$ cat config.mk
export PLATFORM = sky130hd
export DESIGN_NAME = cpu_clock_ctrl_flat
export DESIGN_NICKNAME = d
export VERILOG_FILES = /design/src/rtl/cpu_clock_ctrl_if.sv /design/src/rtl/cpu_clock_ctrl.sv /design/src/flat_wrapper.sv
export SDC_FILE = /design/constraint.sdc
export NUM_CORES = 1
export LEC_CHECK = 0
export ABC_AREA = 1
export BUFFER_PORTS_ARGS = -buffer_cell sky130_fd_sc_hd__buf_2
export CAP_MARGIN = 20
export CELL_PAD_IN_SITES_DETAIL_PLACEMENT = 0
export CELL_PAD_IN_SITES_GLOBAL_PLACEMENT = 2
export CORE_AREA = 2 2 197 102
export CTS_BUF_LIST = sky130_fd_sc_hd__clkbuf_8 sky130_fd_sc_hd__clkbuf_16
export CTS_CLUSTER_DIAMETER = 50
export DETAILED_ROUTE_END_ITERATION = 10
export DIE_AREA = 0 0 199 104
export PLACE_DENSITY = 0.83
export SKIP_LAST_GASP = 1
export SLEW_MARGIN = 20
export SYNTH_ARGS = -nofsm -noshare
export SYNTH_HDL_FRONTEND = slang
export SYNTH_SLANG_ARGS = --single-unit
$ cat constraint.sdc
create_clock -name clk -period 1.8 [get_ports clk]
set_clock_uncertainty 0.15 [all_clocks]
set_input_delay 0.27 -clock clk [delete_from_list [all_inputs] [get_ports clk]]
set_output_delay 0.27 -clock clk [all_outputs]
set_load 0.005 [all_outputs]
$ cat src/rtl/cpu_clock_ctrl_if.sv
// Front-panel, breakpoint and CPU-clock signals shared by the run-control
// sequencer (slave) and the board/CPU side that drives it (master).
interface cpu_clock_ctrl_if;
  logic        key_speed;
  logic        key_halt;
  logic        key_step;
  logic        bp_en;
  logic [11:0] bp_addr;
  logic [11:0] pc;
  logic        cpu_clk;
  logic        cpu_rise;
  logic        cpu_fall;
  logic        fast;
  logic        halted;
  logic        bp_hit;

  modport master (
    output key_speed, key_halt, key_step, bp_en, bp_addr, pc,
    input  cpu_clk, cpu_rise, cpu_fall, fast, halted, bp_hit
  );

  modport slave (
    input  key_speed, key_halt, key_step, bp_en, bp_addr, pc,
    output cpu_clk, cpu_rise, cpu_fall, fast, halted, bp_hit
  );
endinterface

$ cat src/rtl/cpu_clock_ctrl.sv
// Run-control sequencer: registered CPU clock divider, debounced panel keys,
// RUN/HALT/STEP state machine and a single PC breakpoint.
module cpu_clock_ctrl #(
  parameter int SLOW_HALF  = 20000000,
  parameter int FAST_HALF  = 1000000,
  parameter int DEB_CYCLES = 500000,
  parameter int CNT_W      = 25
) (
  input  logic            clk,
  input  logic            resetkey,
  cpu_clock_ctrl_if.slave bus
);

  localparam logic [CNT_W-1:0] SLOW_LAST = CNT_W'(SLOW_HALF - 1);
  localparam logic [CNT_W-1:0] FAST_LAST = CNT_W'(FAST_HALF - 1);
  localparam logic [CNT_W-1:0] DEB_LAST  = CNT_W'(DEB_CYCLES - 1);

  typedef enum logic [1:0] {RUN, HALT, STEP} state_t;

  // Key index: 0 = speed, 1 = halt, 2 = step.
  logic [2:0] key_raw;
  logic [2:0] key_evt;

  assign key_raw = {bus.key_step, bus.key_halt, bus.key_speed};

  for (genvar k = 0; k < 3; k++) begin : g_key
    logic             sync_a;
    logic             sync_b;
    logic             level;
    logic             evt;
    logic [CNT_W-1:0] cnt;

    // NOTE: non-blocking assignments on every flop so all registers in a
    // clock edge update from pre-edge values, independent of statement order.
    always_ff @(posedge clk) begin
      if (!resetkey) begin
        sync_a <= 1'b1;
        sync_b <= 1'b1;
        level  <= 1'b1;
        cnt    <= '0;
        evt    <= 1'b0;
      end else begin
        sync_a <= key_raw[k];
        sync_b <= sync_a;
        evt    <= 1'b0;
        if (sync_b == level) begin
          cnt <= '0;
        end else if (cnt == DEB_LAST) begin
          level <= sync_b;
          cnt   <= '0;
          evt   <= level;  // only a released->pressed change is an event
        end else begin
          cnt <= cnt + CNT_W'(1);
        end
      end
    end

    assign key_evt[k] = evt;
  end

  state_t           state;
  logic [CNT_W-1:0] half_cnt;
  logic             cpu_clk_q;
  logic             rise_q;
  logic             fall_q;
  logic             fast_q;
  logic             halted_q;
  logic             bp_hit_q;
  logic             half_fast;  // speed governing the half-period in progress
  logic             bp_armed;
  logic             halt_pend;

  logic             speed_evt;
  logic             halt_evt;
  logic             step_evt;
  logic             ticking;
  logic             terminal;
  logic             fall_now;
  logic             bp_match;
  logic             stop_run;
  logic             fast_nxt;

  // NOTE: every always_comb output is assigned on every path, so no latch
  // can be inferred.
  always_comb begin
    speed_evt = key_evt[0] && (state != STEP);
    halt_evt  = key_evt[1] && (state != STEP);
    step_evt  = key_evt[2] && (state != STEP);
    ticking   = (state != HALT);
    terminal  = ticking && (half_cnt == (half_fast ? FAST_LAST : SLOW_LAST));
    fall_now  = terminal && cpu_clk_q;
    bp_match  = bus.bp_en && bp_armed && (bus.pc == bus.bp_addr);
    stop_run  = fall_now && (halt_pend || halt_evt || bp_match);
    fast_nxt  = fast_q ^ speed_evt;
  end

  always_ff @(posedge clk) begin
    if (!resetkey) begin
      state     <= RUN;
      half_cnt  <= '0;
      cpu_clk_q <= 1'b0;
      rise_q    <= 1'b0;
      fall_q    <= 1'b0;
      fast_q    <= 1'b0;
      halted_q  <= 1'b0;
      bp_hit_q  <= 1'b0;
      half_fast <= 1'b0;
      bp_armed  <= 1'b1;
      halt_pend <= 1'b0;
    end else begin
      rise_q <= 1'b0;
      fall_q <= 1'b0;
      fast_q <= fast_nxt;

      // A speed change is picked up only at a half-period boundary.
      if (terminal) begin
        cpu_clk_q <= ~cpu_clk_q;
        half_cnt  <= '0;
        rise_q    <= ~cpu_clk_q;
        fall_q    <= cpu_clk_q;
        half_fast <= fast_nxt;
      end else if (ticking) begin
        half_cnt <= half_cnt + CNT_W'(1);
      end else begin
        half_cnt  <= '0;
        half_fast <= fast_nxt;
      end

      if (fall_now && (bus.pc != bus.bp_addr)) bp_armed <= 1'b1;

      case (state)
        RUN: begin
          if (stop_run) begin
            state     <= HALT;
            halted_q  <= 1'b1;
            halt_pend <= 1'b0;
            bp_hit_q  <= bp_match;
          end else if (halt_evt) begin
            halt_pend <= 1'b1;
          end
        end
        HALT: begin
          if (halt_evt) begin
            state    <= RUN;
            halted_q <= 1'b0;
            bp_armed <= 1'b0;
            bp_hit_q <= 1'b0;
          end else if (step_evt) begin
            state    <= STEP;
            halted_q <= 1'b0;
            bp_hit_q <= 1'b0;
          end
        end
        STEP: begin
          if (fall_now) begin
            state    <= HALT;
            halted_q <= 1'b1;
          end
        end
        default: begin
          state    <= RUN;
          halted_q <= 1'b0;
        end
      endcase
    end
  end

  assign bus.cpu_clk  = cpu_clk_q;
  assign bus.cpu_rise = rise_q;
  assign bus.cpu_fall = fall_q;
  assign bus.fast     = fast_q;
  assign bus.halted   = halted_q;
  assign bus.bp_hit   = bp_hit_q;

endmodule

$ cat src/flat_wrapper.sv
// flat-port wrapper written by rule: the top's interface ports become plain ports
module cpu_clock_ctrl_flat 
#(
  parameter int SLOW_HALF  = 20000000,
  parameter int FAST_HALF  = 1000000,
  parameter int DEB_CYCLES = 500000,
  parameter int CNT_W      = 25
)
  (clk, resetkey, bus_key_speed, bus_key_halt, bus_key_step, bus_bp_en, bus_bp_addr, bus_pc, bus_cpu_clk, bus_cpu_rise, bus_cpu_fall, bus_fast, bus_halted, bus_bp_hit);
  cpu_clock_ctrl_if bus_i ();
  input  logic clk;
  input  logic resetkey;
  input wire logic [$bits(bus_i.key_speed)-1:0] bus_key_speed;
  input wire logic [$bits(bus_i.key_halt)-1:0] bus_key_halt;
  input wire logic [$bits(bus_i.key_step)-1:0] bus_key_step;
  input wire logic [$bits(bus_i.bp_en)-1:0] bus_bp_en;
  input wire logic [$bits(bus_i.bp_addr)-1:0] bus_bp_addr;
  input wire logic [$bits(bus_i.pc)-1:0] bus_pc;
  output wire logic [$bits(bus_i.cpu_clk)-1:0] bus_cpu_clk;
  output wire logic [$bits(bus_i.cpu_rise)-1:0] bus_cpu_rise;
  output wire logic [$bits(bus_i.cpu_fall)-1:0] bus_cpu_fall;
  output wire logic [$bits(bus_i.fast)-1:0] bus_fast;
  output wire logic [$bits(bus_i.halted)-1:0] bus_halted;
  output wire logic [$bits(bus_i.bp_hit)-1:0] bus_bp_hit;
  assign bus_i.key_speed = bus_key_speed;
  assign bus_i.key_halt = bus_key_halt;
  assign bus_i.key_step = bus_key_step;
  assign bus_i.bp_en = bus_bp_en;
  assign bus_i.bp_addr = bus_bp_addr;
  assign bus_i.pc = bus_pc;
  assign bus_cpu_clk = bus_i.cpu_clk;
  assign bus_cpu_rise = bus_i.cpu_rise;
  assign bus_cpu_fall = bus_i.cpu_fall;
  assign bus_fast = bus_i.fast;
  assign bus_halted = bus_i.halted;
  assign bus_bp_hit = bus_i.bp_hit;
  cpu_clock_ctrl #(.SLOW_HALF(SLOW_HALF), .FAST_HALF(FAST_HALF), .DEB_CYCLES(DEB_CYCLES), .CNT_W(CNT_W)) u_core (.clk(clk), .resetkey(resetkey), .bus(bus_i));
endmodule
[Word-level counts from Yosys, hierarchy flattened]
Index checks and enable logic that the tools add are counted.
Storage, ports and cells
  logic and storage cells: 105
  register bits after elaboration: 123
Cells by class
  equal/unequal tests: 17
  mux-type cells: 20
  bitwise operators: 10
  add/subtract/negate cells: 4
  reduce and logical (&&, ||, !) cells: 28
Operators with widths (count)
  $add 25x1->25 const B: 4
  $eq 25x19->1 const B: 3
  $eq 25x25->1: 1
  $mux 25: 1
  $reduce_or 3->1: 7
  $eq 12x12->1: 1
  $mux 1: 12
  $ne 12x12->1: 1
  $reduce_and 2->1: 5
  $logic_and 1x1->1: 9
  $not 1->1: 9
  $mux 2: 4
  $ne 2x1->1 const B: 3
  $pmux 2 s3: 1
  $reduce_and 3->1: 2
  $ne 2x2->1 const B: 2
  $reduce_bool 2->1: 2
  $eq 1x1->1: 3
  $ne 3x1->1 const B: 1
  $pmux 1 s3: 1
  $eq 2x1->1 const B: 1
  $eq 2x2->1 const B: 1
  $logic_not 2->1: 1
  $logic_or 1x1->1: 2
  2 further kinds: 2

[Longest topological paths before layout]
  word-level depth: 8
  gate-level depth with buffers: 14

[Worst setup path after synthesis]
Ideal clock, no wire load.
  kind: flip-flop to flip-flop
  start: register u_core.g_key[2].cnt[0]
  end: register u_core.g_key[2].cnt[24]
  data arrival time: 1591 ps
  setup slack: -56 ps
  data required time: 1534 ps
  path buffers: 0
  clock period less this slack: 1856 ps
  cell stages (with the launch flop): 15
  cells stage by stage: dfxtp_1 -> ha_1 -> nand2_1 -> nor2_1 -> nand2_1 -> nor2_1 -> nand3_1 -> nor2_1 -> nand2_1 -> inv_2 -> nand3_2 -> nor2_2 -> nand3_1 -> nand2_1 -> a21oi_1
On the way
  longest elaborated chain between the ends: 2
  elaborated cells on any way between the ends: 3
  those cells by class: 1 x add/sub; 1 x eq/ne; 1 x reduce/logical
RTL lines
  from (decl): line cpu_clock_ctrl.sv:31  | logic [CNT_W-1:0] cnt;
  from (signal assigned): line cpu_clock_ctrl.sv:53  | cnt <= cnt + CNT_W'(1);
  branches (longest 2 deep; another with $add 25x1->25)
Several ways; the timed one is not identified.
A chain may end at the register's enable or synchronous reset.

[Final worst setup path]
  start: register u_core.g_key[2].cnt[0]
  end: register u_core.g_key[2].cnt[21]
The elaborated chain is that of the path after synthesis.

==> run metrics <==
outcome=finished, violations left; failing checks=negative setup slack; Seq cells post-synth=122; post-synthesis async set-or-reset flop share=0; vias in the first global route=5680; chip width=199 um; CTS sink count=122; first-pass GRT wire length=28400 um; crit path kind=reg2reg; syn_nets=863; CTS tree=done; Leak Pwr=3.94 nW; Post-synth EDFFs=0; XOR/XNOR Fraction of Synth Area=0.0558; largest net degree at the start of global routing=17; worst-skew pair later-pin latency=420 ps; 1st-iter DRT viols=329; area delta synth->final=67.8%; WL/cell=13.5 um; Final #Nets=1121; post-synth design cell area=5970 sq um; Starting Density=0.313; CTS buffer count=17; Syn Area/Cell=7.20 sq um; Worst EP arrival=2070 ps; Final Slew Violations=0; critical path endpoint category=register; critical path, cell by cell=nand3_2 -> nor2_4 -> nand2_4 -> nor3_4 -> nand2_2 -> nor4_4 -> nand3_1 -> nand2_1 -> nor2_1; core box area=19100 sq um; Setup TNS=-1450 ps; Worst EP required=1950 ps; Tcrit/Tclk final=1.06; post-synthesis compound-gate area fraction=0.0784; antenna viol nets, final=0; Post-Route Utilization=0.525; critical path launch point type=register; DRC=0; fraction of synthesized area in multiplexers=0; Max Cap Violations=0; htree depth=4; Cell Pwr Density=686 nW/um^2; post-route setup slack=-115 ps; worst slack, placed=-237 ps; total gr overflow=0; ys flop type=dfxtp_1; routability cong.=0.796; largest family of logic cells by synthesized area=simple AND/OR/NAND/NOR gates; I/O pin total=36; post-synthesis simple-gate area fraction=0.364; synth top area cells=dfxtp_1, nand2_1, nor2_1, inv_1, a21oi_1; IO buf count=35; gr usage total=0.173; Core Rows=36; CP Max Fanout=4; synth unique cells=40; Peak Freq=522 MHz; Slowest-stage cell, CP=nor4_4; Synth area leader=dfxtp_1; peak supply drop=0.586 mV; Via density=4.52; Post-DP HPWL=12000 um; post-synth top area share=0.409; DRT Wirelength=18500 um; Vias=6181; Final Hold Vio Count=0; initial antenna violation count=0; die area=20700 sq um; share of layout cells above drive strength 1=0.486; drt first pass iters=6; Root Buffer=clkbuf_16; Max clock buf depth=2; Final setup viols=39; RSZ-0062 raised after global routing=yes; post-route minimum period=1920 ps; peak per-stage delay on the critical path=400 ps; chip height=104 um; Ys Warns=0; Slew @ Worst Pin=411 ps; Tot Pwr=0.00687 W; clk slew on worst S/H paths=50 ps; Post-Synthesis Cells=829; post-synthesis adder-cell area fraction=0.00839; Seq/Total Area, Yosys=0.409; relative slew slack=0.723; antenna fix cells=0; Hold/Removal Path Class=in2reg
## critical path, delay by kind of cell, from the launching register on
family | cells | cell delay, ps
DFF | 1 | 370
and+or+nand+nor | 9 | 1300
## cell usage after synthesis, drive strengths merged (4+ instances only)
| cell type | n |
|---|---|
| nand2 | 151 |
| nor2 | 131 |
| dfxtp | 122 |
| inv | 121 |
| a21oi | 47 |
| nor3 | 46 |
| nand3 | 45 |
| nand4 | 25 |
| nor4 | 19 |
| xnor2 | 19 |
| xor2 | 19 |
| o21ai | 16 |
| or2 | 15 |
| nor3b | 12 |
| buf | 8 |
| a31oi | 6 |
| o21a | 5 |
| a211oi | 4 |
| ha | 4 |
## final cells by class
cell class                 instances  area, sq um
fill                            1766         9040
multi-input combinational        576         4020
sequential                       122         2500
timing repair buffer             249         2050
inverter                         121          477
clock buffer                      18          439
tap                              266          333
clock inverter                    14          203
## final timing paths
path                                                   startpoint                            endpoint  slack, ps  cells past startpoint
worst min register to register  u_core.g_key[2].sync_a$_SDFF_PN1_   u_core.g_key[2].sync_b$_SDFF_PN1_        270                      1
worst min-delay path                                     resetkey       u_core.halt_pend$_SDFFE_PN0P_        170                      4
worst max-delay path            u_core.g_key[2].cnt[0]$_SDFF_PP0_  u_core.g_key[2].cnt[21]$_SDFF_PP0_       -120                      9
worst max register to register  u_core.g_key[2].cnt[0]$_SDFF_PP0_  u_core.g_key[2].cnt[21]$_SDFF_PP0_       -120                      9
## power by group
group | internal, W | switching (W)
registers | 0.00272 | 0.0000225
clock network | 0.00248 | 0.00130
logic | 0.000178 | 0.000171
total | 0.00538 | 0.00149
## layout by cell type (no fill, tap or decap), types with 19 or more instances in the layout
cell type  netlist  routed
a21oi_1         47      23
a21oi_2          0      23
buf_2            8      35
buf_4            0     176
buf_6            0      20
dfxtp_1        122      90
dfxtp_2          0      26
inv_1          116     103
nand2_1        149     123
nand2_2          2      19
nand3_1         41      24
nand4_1         24      24
nor2_1         118      82
nor2_2          10      25
nor2_4           3      24
nor3_1          41      20
nor3_2           3      19
## stage by stage
stage / instance area, sq um / instances / hold slack (ps)
final: 10000 / 1366 / 168
after floorplan: 6010 / 829 / 227
after global placement: 7650 / 1271 / 245
after global routing: 10000 / 1366 / 165
after CTS: 9170 / 1340 / 154
after detailed placement: 7650 / 1271 / 258
## state kept, by name, summed over array words and instances, names as in the netlist, 2 cells and up
signal               flops
u_core.g_key.level       3
u_core.half_cnt         25
u_core.state             2
u_core.g_key.evt         3
u_core.g_key.sync_b      3
u_core.g_key.cnt        75
u_core.g_key.sync_a      3
## kinds of logic after synthesis
logic type	after synthesis
simple gates	451
xor+xnor	38
buf+inv	131
flops	122
fa+ha+maj	4
compound gates	83
## what timing repair did
item,4_1_cts,5_1_grt
hold buffers,3,0
pin swaps,39,77
endpoints found under the hold margin,3,0
resized for setup,135,186
endpoints found under the setup margin,104,107
setup buffers,33,34
cloned,4,2
## routing by layer
metal	wire, um	GRT usage	part of all wire	vias to the layer above
met1	10400	0.283	0.56	2847
met5	0	0	0	-
met4	111	0.0464	0.0060	0
li1	-	-	-	3215
met3	672	0.0392	0.036	11
met2	7310	0.217	0.40	108
(Power assumes the default switching activity.)
